`src/rtl/fetch_unit_if.sv`:
```
// rtl/fetch_unit_if.sv - byte-memory read bus between the fetch unit and the memory/LSU port
// Signals:
//   mem_addr  byte address of the current fetch (master drives)
//   mem_re    read request, held until accepted (master drives)
//   mem_rdy   mem_data valid this cycle; read accepted on this edge (slave drives)
//   mem_data  fetched byte (slave drives)
interface fetch_unit_if #(
  parameter int ADDR_WIDTH = 16
);
  logic [ADDR_WIDTH-1:0] mem_addr;
  logic                  mem_re;
  logic                  mem_rdy;
  logic [7:0]            mem_data;

  modport master (
    output mem_addr,
    output mem_re,
    input  mem_rdy,
    input  mem_data
  );

  modport slave (
    input  mem_addr,
    input  mem_re,
    output mem_rdy,
    output mem_data
  );
endinterface

```
`src/rtl/fetch_unit.sv`:
```
// rtl/fetch_unit.sv - instruction fetch sequencer feeding the microcoded decoder
// Ports:
//   clk, rst        clock; asynchronous active-high reset
//   bus             memory read bus (fetch_unit_if.master)
//   len_i           operand byte count (0-3) decoded from insn
//   exec_done_i     final microcode step of the instruction
//   br_we_i         load pc from br_addr_i (EXEC only)
//   br_addr_i       branch target
//   insn_o, d1_o..d3_o  registered opcode and operand bytes
//   step_o          microcode step index
//   valid_o         instruction bytes and step valid (EXEC only)
//   pc_o            address of the next byte to fetch
//   step_ovf_o      sticky: an instruction ran out of steps without exec_done
module fetch_unit #(
  parameter int                    ADDR_WIDTH   = 16,
  parameter logic [ADDR_WIDTH-1:0] RESET_VECTOR = '0,
  parameter int                    UCODE_STEPS  = 8,
  localparam int                   SW           = $clog2(UCODE_STEPS)
) (
  input  logic                  clk,
  input  logic                  rst,
  fetch_unit_if.master          bus,
  input  logic [1:0]            len_i,
  input  logic                  exec_done_i,
  input  logic                  br_we_i,
  input  logic [ADDR_WIDTH-1:0] br_addr_i,
  output logic [7:0]            insn_o,
  output logic [7:0]            d1_o,
  output logic [7:0]            d2_o,
  output logic [7:0]            d3_o,
  output logic [SW-1:0]         step_o,
  output logic                  valid_o,
  output logic [ADDR_WIDTH-1:0] pc_o,
  output logic                  step_ovf_o
);

  typedef enum logic [1:0] {
    FETCH_OP  = 2'd0,
    DECODE    = 2'd1,
    FETCH_OPS = 2'd2,
    EXEC      = 2'd3
  } state_t;

  localparam logic [SW-1:0]         STEP_LAST = SW'(UCODE_STEPS - 1);
  localparam logic [SW-1:0]         STEP_ONE  = SW'(1);
  localparam logic [ADDR_WIDTH-1:0] PC_ONE    = ADDR_WIDTH'(1);

  state_t                state_q, state_d;
  logic [ADDR_WIDTH-1:0] pc_q, pc_d;
  logic [7:0]            insn_q, insn_d;
  logic [7:0]            d1_q, d1_d;
  logic [7:0]            d2_q, d2_d;
  logic [7:0]            d3_q, d3_d;
  logic [SW-1:0]         step_q, step_d;
  logic                  valid_q, valid_d;
  logic                  mem_re_q, mem_re_d;
  logic                  ovf_q, ovf_d;
  logic [1:0]            cnt_q, cnt_d;   // operand bytes still to fetch
  logic [1:0]            idx_q, idx_d;   // next operand register: 0=d1, 1=d2, 2=d3

  // A read only completes while a request is actually outstanding.
  logic accept;
  assign accept = mem_re_q & bus.mem_rdy;

  always_ff @(posedge clk or posedge rst) begin
    if (rst) begin
      state_q  <= FETCH_OP;
      pc_q     <= RESET_VECTOR;
      insn_q   <= '0;
      d1_q     <= '0;
      d2_q     <= '0;
      d3_q     <= '0;
      step_q   <= '0;
      valid_q  <= 1'b0;
      mem_re_q <= 1'b0;
      ovf_q    <= 1'b0;
      cnt_q    <= '0;
      idx_q    <= '0;
    end else begin
      state_q  <= state_d;
      pc_q     <= pc_d;
      insn_q   <= insn_d;
      d1_q     <= d1_d;
      d2_q     <= d2_d;
      d3_q     <= d3_d;
      step_q   <= step_d;
      valid_q  <= valid_d;
      mem_re_q <= mem_re_d;
      ovf_q    <= ovf_d;
      cnt_q    <= cnt_d;
      idx_q    <= idx_d;
    end
  end

  always_comb begin
    state_d  = state_q;
    pc_d     = pc_q;
    insn_d   = insn_q;
    d1_d     = d1_q;
    d2_d     = d2_q;
    d3_d     = d3_q;
    step_d   = step_q;
    valid_d  = valid_q;
    mem_re_d = mem_re_q;
    ovf_d    = ovf_q;
    cnt_d    = cnt_q;
    idx_d    = idx_q;

    unique case (state_q)
      FETCH_OP: begin
        // Raises the request on the first edge out of reset; otherwise keeps it up.
        mem_re_d = 1'b1;
        if (accept) begin
          insn_d   = bus.mem_data;
          d1_d     = '0;
          d2_d     = '0;
          d3_d     = '0;
          pc_d     = pc_q + PC_ONE;
          mem_re_d = 1'b0;
          state_d  = DECODE;
        end
      end

      DECODE: begin
        cnt_d = len_i;
        idx_d = '0;
        if (len_i == 2'd0) begin
          state_d = EXEC;
          valid_d = 1'b1;
          step_d  = '0;
        end else begin
          state_d  = FETCH_OPS;
          mem_re_d = 1'b1;
        end
      end

      FETCH_OPS: begin
        if (accept) begin
          unique case (idx_q)
            2'd0:    d1_d = bus.mem_data;
            2'd1:    d2_d = bus.mem_data;
            default: d3_d = bus.mem_data;
          endcase
          idx_d = idx_q + 2'd1;
          cnt_d = cnt_q - 2'd1;
          pc_d  = pc_q + PC_ONE;
          if (cnt_q == 2'd1) begin
            state_d  = EXEC;
            mem_re_d = 1'b0;
            valid_d  = 1'b1;
            step_d   = '0;
          end
        end
      end

      EXEC: begin
        if (br_we_i) begin
          pc_d = br_addr_i;
        end
        // Leaving EXEC raises the next opcode request straight away.
        if (exec_done_i || step_q == STEP_LAST) begin
          if (!exec_done_i) begin
            ovf_d = 1'b1;
          end
          state_d  = FETCH_OP;
          step_d   = '0;
          valid_d  = 1'b0;
          mem_re_d = 1'b1;
        end else begin
          step_d = step_q + STEP_ONE;
        end
      end

      default: state_d = FETCH_OP;
    endcase
  end

  assign bus.mem_addr = pc_q;
  assign bus.mem_re   = mem_re_q;
  assign insn_o       = insn_q;
  assign d1_o         = d1_q;
  assign d2_o         = d2_q;
  assign d3_o         = d3_q;
  assign step_o       = step_q;
  assign valid_o      = valid_q;
  assign pc_o         = pc_q;
  assign step_ovf_o   = ovf_q;

endmodule
```
`src/flat_wrapper.sv`:
```
// flat-port wrapper written by rule: the top's interface ports become plain ports
module fetch_unit_flat 
#(
  parameter int                    ADDR_WIDTH   = 16,
  parameter logic [ADDR_WIDTH-1:0] RESET_VECTOR = '0,
  parameter int                    UCODE_STEPS  = 8,
  localparam int                   SW           = $clog2(UCODE_STEPS)
)
  (clk, rst, len_i, exec_done_i, br_we_i, br_addr_i, insn_o, d1_o, d2_o, d3_o, step_o, valid_o, pc_o, step_ovf_o, bus_mem_addr, bus_mem_re, bus_mem_rdy, bus_mem_data);
  fetch_unit_if #(.ADDR_WIDTH(ADDR_WIDTH)) bus_i ();
  input  logic clk;
  input  logic rst;
  input  logic [1:0] len_i;
  input  logic exec_done_i;
  input  logic br_we_i;
  input  logic [ADDR_WIDTH-1:0] br_addr_i;
  output logic [7:0] insn_o;
  output logic [7:0] d1_o;
  output logic [7:0] d2_o;
  output logic [7:0] d3_o;
  output logic [SW-1:0] step_o;
  output logic valid_o;
  output logic [ADDR_WIDTH-1:0] pc_o;
  output logic step_ovf_o;
  output wire logic [$bits(bus_i.mem_addr)-1:0] bus_mem_addr;
  output wire logic [$bits(bus_i.mem_re)-1:0] bus_mem_re;
  input wire logic [$bits(bus_i.mem_rdy)-1:0] bus_mem_rdy;
  input wire logic [$bits(bus_i.mem_data)-1:0] bus_mem_data;
  assign bus_mem_addr = bus_i.mem_addr;
  assign bus_mem_re = bus_i.mem_re;
  assign bus_i.mem_rdy = bus_mem_rdy;
  assign bus_i.mem_data = bus_mem_data;
  fetch_unit #(.ADDR_WIDTH(ADDR_WIDTH), .RESET_VECTOR(RESET_VECTOR), .UCODE_STEPS(UCODE_STEPS)) u_core (.clk(clk), .rst(rst), .bus(bus_i), .len_i(len_i), .exec_done_i(exec_done_i), .br_we_i(br_we_i), .br_addr_i(br_addr_i), .insn_o(insn_o), .d1_o(d1_o), .d2_o(d2_o), .d3_o(d3_o), .step_o(step_o), .valid_o(valid_o), .pc_o(pc_o), .step_ovf_o(step_ovf_o));
endmodule
```
`config.mk`:
```
export PLATFORM = sky130hd
export DESIGN_NAME = fetch_unit_flat
export DESIGN_NICKNAME = d
export VERILOG_FILES = /design/src/rtl/fetch_unit_if.sv /design/src/rtl/fetch_unit.sv /design/src/flat_wrapper.sv
export SDC_FILE = /design/constraint.sdc
export NUM_CORES = 1
export LEC_CHECK = 0
export ABC_AREA = 1
export BUFFER_PORTS_ARGS = -buffer_cell sky130_fd_sc_hd__buf_2
export CELL_PAD_IN_SITES_DETAIL_PLACEMENT = 0
export CELL_PAD_IN_SITES_GLOBAL_PLACEMENT = 1
export CORE_MARGIN = 5
export CORE_UTILIZATION = 40
export DETAILED_ROUTE_END_ITERATION = 8
export PLACE_DENSITY = 0.95
export SLEW_MARGIN = 40
export SYNTH_ARGS = -nofsm -noshare
export SYNTH_HDL_FRONTEND = slang
export SYNTH_SLANG_ARGS = --single-unit
```
`constraint.sdc`:
```
create_clock -name clk -period 3.5 [get_ports clk]
set_input_delay 0.175 -clock clk [delete_from_list [all_inputs] [get_ports clk]]
set_output_delay 0.175 -clock clk [all_outputs]
set_load 0.01 [all_outputs]
```
==> impl_metrics.py, run 1 <==
metrics = {
    "status": {
        "status": "complete, no violations",
    },
    "global_route": {
        "grt.total_usage_pct": 16.21,
        "grt_first_pass_wirelength_um": 12920,
        "grt_overflow": 0,
        "grt_max_degree": 42,
        "antenna_found_initial": 0,
        "top_usage_layer": "met2",
        "grt_use_met1_pct": 20.35,
        "met3_usage_pct": 5.610,
        "grt_pass1_vias": 2759,
        "use_met2_pct": 26.27,
    },
    "power_and_ir_drop": {
        "ir_drop_mv": 0.4962,
        "seqPwrFrac_pct": 33.4,
        "p_leak_nw": 2.090,
        "p_sw_share_pct": 45.04,
        "pwr-share-clk_pct": 18.6,
        "powerDensity_nw_per_um2": 961.0,
        "power.internal_mw": 2.065,
        "combinationalPowerShare_pct": 48.0,
        "switching_power_mw": 1.692,
    },
    "hold_path": {
        "whs_path_depth": 2,
        "holdCritPathClass": "input port to register",
    },
    "clock_network": {
        "cts_buffers": 9,
        "clk_latency_ns": 0.34,
        "clk_path_buf_depth": 2,
        "post_cts_buffers": 0,
        "cts_tree": "yes",
        "htree_levels": 3,
        "cts_resized": 0,
        "cts_root_buffer": "clkbuf_8",
        "clock-sinks": 60,
        "clkTransAtPathRegs_ns": 0.08,
    },
    "setup_path": {
        "rr_worst_depth": 6,
        "start_kind": "register",
        "worstSetupPathType": "register to register",
        "end_kind": "register",
        "arrival_ns": 2.58,
        "crit_fanout": 16,
        "crit_required_ns": 3.76,
    },
    "sta": {
        "slew_viol_final": 0,
        "grt_setup_unrepaired": "no",
        "timing_worst_slew_pin_value_ns": 0.7583,
        "finalHoldViolations": 0,
        "fmax_mhz": 430.1,
        "whs_ns": 0.07973,
        "setup_viol": 0,
        "tns_ns": 0,
        "finClkSkew_ns": 0.008980,
        "finalCritPeriodShare_pct": 66.43,
        "layout_min_cycle_time_ns": 2.325,
        "slew_headroom_pct": 49.44,
    },
    "synth": {
        "yosysTopAreaCell": "dfrtp_1",
        "ys_warn_count": 0,
        "synth_cells": 390,
        "syn_avg_cell_area_um2": 8.255,
        "ys_types": 28,
        "syn_area_um2": 3219,
        "synth.ff_latch_count": 60,
        "netlist.area_leader.share_pct": 46.64,
        "ys_seq_area_share_pct": 46.64,
        "synthTopCellsByArea": "dfrtp_1 (47%), nand2_1 (13%), o21ai_0 (5.1%)",
        "synth_fp_nets": 432,
    },
    "die": {
        "num_rows": 32,
        "io_pins": 101,
        "initial_core_util_pct": 41.45,
        "die_w_um": 99.71,
        "core_area_um2": 7767,
        "die_h_um": 99.71,
        "die_area_um2": 9942,
    },
    "route": {
        "wl_per_cell_um": 13.57,
        "vias": 2838,
        "drtIter0Drc": 85,
        "drt-total-wl_um": 7938,
        "route.detailed.drc": 0,
        "firstDrtPassIters": 4,
        "postRouteAntennaNets": 0,
        "avgViaCountPerCell": 4.851,
    },
    "layout": {
        "diodes": 0,
        "drive_above_1_share_pct": 30.85,
        "final_nets": 520,
        "areaGrowthSynthToFinish_pct": 21.45,
    },
    "flow_run": {
        "maxCapViolCount": 0,
    },
    "place": {
        "dp_hpwl_um": 5899,
        "gp_congestion": 0.7835,
        "io_buffers": 100,
    },
}
-- worst max-delay path, stage by stage (launching register included) --
cell	delay [ns]
dfrtp_1	0.41
inv_1	0.15
ha_1	0.55
inv_2	0.22
o21ai_2	0.67
nand2_1	0.15
o21ai_2	0.09
-- power groups by stage --
stage	Sequential [mW]	Combinational, mW	Clock (mW)
6_report	1.25	1.80	0.701
3_3_place_gp	1.24	1.75	0
5_1_grt	1.30	2.05	0.754
4_1_cts	1.25	1.82	0.716
3_5_place_dp	1.26	1.82	0
2_1_floorplan	1.36	1.26	0
-- registers in the layout, indices dropped and copies added (netlist names) --
signal               count
u_core.cnt_q             2
u_core.valid_o           1
u_core.step_ovf_o        1
u_core.bus.mem_re        1
u_core.d1_o              8
u_core.step_o            3
u_core.insn_o            8
u_core.state_q           2
u_core.d2_o              8
u_core.bus.mem_addr     16
u_core.idx_q             2
u_core.d3_o              8
-- stage by stage --
step | util, % | setup WS (ns) | std cells | power [mW] | instance area [um^2]
2_1_floorplan | - | 1.838 | 390 | 2.620 | 3219
3_3_place_gp | 47.29 | 1.342 | 568 | 2.996 | 3674
3_5_place_dp | 47.33 | 1.146 | 568 | 3.077 | 3676
4_1_cts | 50.34 | 1.133 | 585 | 3.793 | 3910
5_1_grt | 50.34 | 0.9694 | 585 | 4.105 | 3910
6_report | 50.34 | 1.175 | 585 | 3.757 | 3910
-- cell families (layout without fill, tap and decap cells) --
group           count (synthesis)  in the layout  share of synthesized area [%]
compound gates                 73             73                          13.18
simple gates                  176            176                          22.46
flops                          60             60                          46.64
mux                             9              9                          3.148
xor+xnor                        3              3                         0.8163
fa+ha+maj                      11             11                          4.275
buf+inv                        58            151                          9.483
-- routing by layer --
layer,vias up,part of all wire [%]
met2,116,46
li1,1426,-
met4,0,1.5
met1,1282,43
met3,14,10
met5,-,0
-- Yosys cell counts, drive strengths merged --
library cell and instances:
a21o 1, a21oi 8, a31oi 2, buf 21, clkbuf 4, dfrtp 60, ha 11, inv 33
mux2 9, nand2 111, nand3 18, nand4 5, nor2 39, o21ai 61, o22ai 1, or2 3
xnor2 1, xor2 2
-- area by class of cell --
cell class / instances / area (um^2)
clock buffer: 9 / 123.9
clock inverter: 7 / 100.1
timing repair buffer: 102 / 518.0
inverter: 33 / 126.4
multi-input combinational: 272 / 1413
tap: 102 / 127.6
sequential: 60 / 1501
fill: 759 / 3857
-- layout by cell type, fill, tap and decap left out, types with 5 or more instances in the layout --
master,count
dfrtp_1,60
mux2_2,9
a21oi_1,7
nand4_1,5
ha_1,11
o21ai_2,11
buf_2,100
nor2_1,38
o21ai_1,17
inv_1,29
nand2_1,108
clkbuf_8,9
o21ai_0,33
nand3_1,17
-- path summary, 6_finish.rpt --
path | end | slack (ns) | startpoint
min reg2reg | u_core.step_ovf_o | 0.48 | u_core.step_ovf_o
max reg2reg | u_core.d2_o[4] | 1.17 | u_core.state_q[0]
max | u_core.d2_o[4] | 1.17 | u_core.state_q[0]
max in group asynchronous | u_core.bus.mem_addr[11] | 2.41 | rst
min in group asynchronous | u_core.d3_o[0] | 0.43 | rst
min | u_core.insn_o[1] | 0.08 | bus_mem_data[1]
-- timing repair --
item	in CTS	in global routing
hold buffers	1	0
endpoints found under the hold margin	40	0
endpoints found under the setup margin	0	0
No activity file was read; power rests on OpenSTA's default activity.
==> run 2, diff against run 1 <==
--- a/config.mk
+++ b/config.mk
@@ -10,9 +10,9 @@
 export CELL_PAD_IN_SITES_DETAIL_PLACEMENT = 0
 export CELL_PAD_IN_SITES_GLOBAL_PLACEMENT = 1
 export CORE_MARGIN = 5
-export CORE_UTILIZATION = 40
+export CORE_UTILIZATION = 33
 export DETAILED_ROUTE_END_ITERATION = 8
-export PLACE_DENSITY = 0.95
+export PLACE_DENSITY = 0.86
 export SLEW_MARGIN = 40
 export SYNTH_ARGS = -nofsm -noshare
 export SYNTH_HDL_FRONTEND = slang
==> constraint.sdc (replaced) <==
create_clock -name clk -period 1.85 [get_ports clk]
set_input_delay 0.0925 -clock clk [delete_from_list [all_inputs] [get_ports clk]]
set_output_delay 0.0925 -clock clk [all_outputs]
set_load 0.01 [all_outputs]
==> run 2 against run 1 <==
- register-to-register slack got worse by 1.1 ns
- count of clock-buffer cells in the layout stayed put
- routed wire length up 3.2%
- sequential cell count stayed put
- worst hold slack worse by 0.059 ns
- non-clock buffer count rose by 17
- power grew 91%
- first-iteration DRC count fell by 4.7%
- clock skew grew 0.0024 ns
- setup slack got worse by 1.1 ns
- critical path depth is 1 higher
- sequential power up 89%
- largest cell class unchanged
==> impl_metrics.py, run 2 (same netlist as run 1, synthesis figures left out) <==
metrics = {
    "route": {
        "drt-total-wl_um": 8189,
        "wl_per_cell_um": 12.94,
        "avgViaCountPerCell": 4.526,
        "vias": 2865,
        "route.detailed.drc": 0,
        "drtIter0Drc": 81,
        "firstDrtPassIters": 4,
        "postRouteAntennaNets": 0,
    },
    "die": {
        "die_w_um": 108.8,
        "die_h_um": 108.8,
        "core_area_um2": 9639,
        "initial_core_util_pct": 33.40,
        "io_pins": 101,
        "num_rows": 36,
        "die_area_um2": 11830,
    },
    "layout": {
        "most-common-layout-cells": "nand2_1 (108), buf_2 (100), dfrtp_1 (60)",
        "largest_register_ffs": 16,
        "drive_above_1_share_pct": 31.80,
        "areaGrowthSynthToFinish_pct": 27.56,
        "diodes": 0,
        "final_nets": 537,
        "layout_commonest_cell": "nand2_1",
    },
    "setup_path": {
        "arrival_ns": 2.01,
        "reg2reg_from": "u_core.step_o[0]",
        "crit_fanout": 4,
        "path_delay_family": "simple AND/OR/NAND/NOR gates",
        "cpMaxStageDelayCell": "dfrtp_1",
        "cpPeakStageDelay_ns": 0.42,
        "start_kind": "register",
        "rrSetupSlack_ns": 0.09,
        "cpMostUsedCell": "ha_1",
        "cp_num_buf_inv": 1,
        "path_cells": "ha_1 -> ha_1 -> or2_2 -> nor2_4 -> inv_1 -> or2_0 -> o21ai_0",
        "crit_required_ns": 2.10,
        "worst_r2r_endpoint": "u_core.step_o[0]",
        "end_kind": "register",
        "worstSetupPathType": "register to register",
        "rr_worst_depth": 7,
    },
    "sta": {
        "finalCritPeriodShare_pct": 95.25,
        "slew_headroom_pct": 60.10,
        "finalHoldViolations": 0,
        "finClkSkew_ns": 0.01134,
        "layout_min_cycle_time_ns": 1.762,
        "slew_viol_final": 0,
        "whs_ns": 0.02080,
        "timing_worst_slew_pin_value_ns": 0.5977,
        "grt_setup_unrepaired": "no",
        "tns_ns": 0,
        "fmax_mhz": 567.5,
        "setup_viol": 0,
    },
    "place": {
        "gp_congestion": 0.8124,
        "dp_hpwl_um": 6003,
        "io_buffers": 100,
    },
    "flow_run": {
        "maxCapViolCount": 0,
    },
    "hold_path": {
        "whs_path_depth": 3,
        "holdCritPathClass": "input port to register",
        "min_to": "u_core.bus.mem_addr[1]",
        "hp-start": "br_addr_i[1]",
    },
    "clock_network": {
        "clock-sinks": 60,
        "cts_buffers": 9,
        "cts_tree": "yes",
        "clk_latency_ns": 0.33,
        "htree_levels": 3,
        "clkTransAtPathRegs_ns": 0.08,
        "clk_path_buf_depth": 2,
        "cts_root_buffer": "clkbuf_8",
    },
    "global_route": {
        "antenna_found_initial": 0,
        "grt_overflow": 0,
        "grt_first_pass_wirelength_um": 13370,
        "grt_max_degree": 38,
        "grt_pass1_vias": 2831,
        "grt.total_usage_pct": 14.28,
    },
    "power_and_ir_drop": {
        "ir_drop_mv": 0.7082,
        "finalPower_mw": 7.195,
        "powerDensity_nw_per_um2": 1752,
        "p_leak_nw": 2.167,
    },
    "status": {
        "status": "complete, no violations",
    },
}
[run 2: cell types whose count changed in the layout (fill, tap and decap cells not counted)]
cell	change
o21ai_1	+1
o21ai_4	+2
inv_2	+1
buf_12	+2
dlygate4sd3_1	+7
o21ai_2	-2
clkinv_2	+1
inv_4	-1
o21ai_0	-1
bufinv_16	-1
buf_4	+8
[run 2: worst min-delay path: stages]
cell     delay, ns
buf_2         0.10
nand2_1       0.05
a31oi_1       0.07
[run 2: routing by layer]
metal | vias to the layer above | global-route usage, % | share of wire [%]
li1 | 1461 | - | -
met1 | 1315 | 18.12 | 45
met2 | 80 | 23.08 | 47
met3 | 9 | 4.085 | 7.0
met4 | 0 | 5.410 | 1.2
met5 | - | 0 | 0
[run 2: report_power, final]
part	total (mW)	internal, mW	switching, mW
Sequential	2.36	1.87	0.496
Clock	1.21	0.629	0.580
Combinational	3.62	1.45	2.18
Total	7.19	3.94	3.25
[run 2: worst max-delay path by stage]
stage                      startpoint                endpoint  slack [ns]  depth (start not counted)
floorplan            u_core.step_o[0]        u_core.step_o[0]        0.19                          7
global placement    u_core.state_q[0]          u_core.d2_o[1]        0.12                          6
detailed placement  u_core.state_q[0]          u_core.d2_o[6]        0.04                          6
CTS                 u_core.state_q[0]          u_core.d2_o[6]        0.01                          6
global route        u_core.state_q[0]  u_core.bus.mem_addr[4]       0.003                          7
finish               u_core.step_o[0]        u_core.step_o[0]        0.09                          7
[run 2: final cells by class]
cell class                      instances  area, um^2
Sequential cell                        60        1501
Fill cell                            1001        5533
Clock buffer                            9       123.9
Inverter                               33       123.9
Multi-Input combinational cell        272        1428
Tap cell                              133       166.4
Timing Repair Buffer                  119       688.2
Clock inverter                          7       75.07
[run 2: stage by stage]
stage	cell area (um^2)	util [%]	instances	worst slack, ns
2_1_floorplan	3219	-	390	0.1878
5_1_grt	4106	42.60	633	0.002842
3_3_place_gp	3777	39.19	606	0.1168
3_5_place_dp	3777	39.19	606	0.04385
6_report	4106	42.60	633	0.08787
4_1_cts	4056	42.08	630	0.01381
[run 2: what timing repair did]
| item | CTS | global route |
|---|---|---|
| hold endpoints to repair | 30 | 0 |
| endpoints found under the setup margin | 0 | 14 |
| hold buffers | 8 | 0 |
| buffers inserted | 0 | 3 |
| gates resized for setup | 0 | 3 |
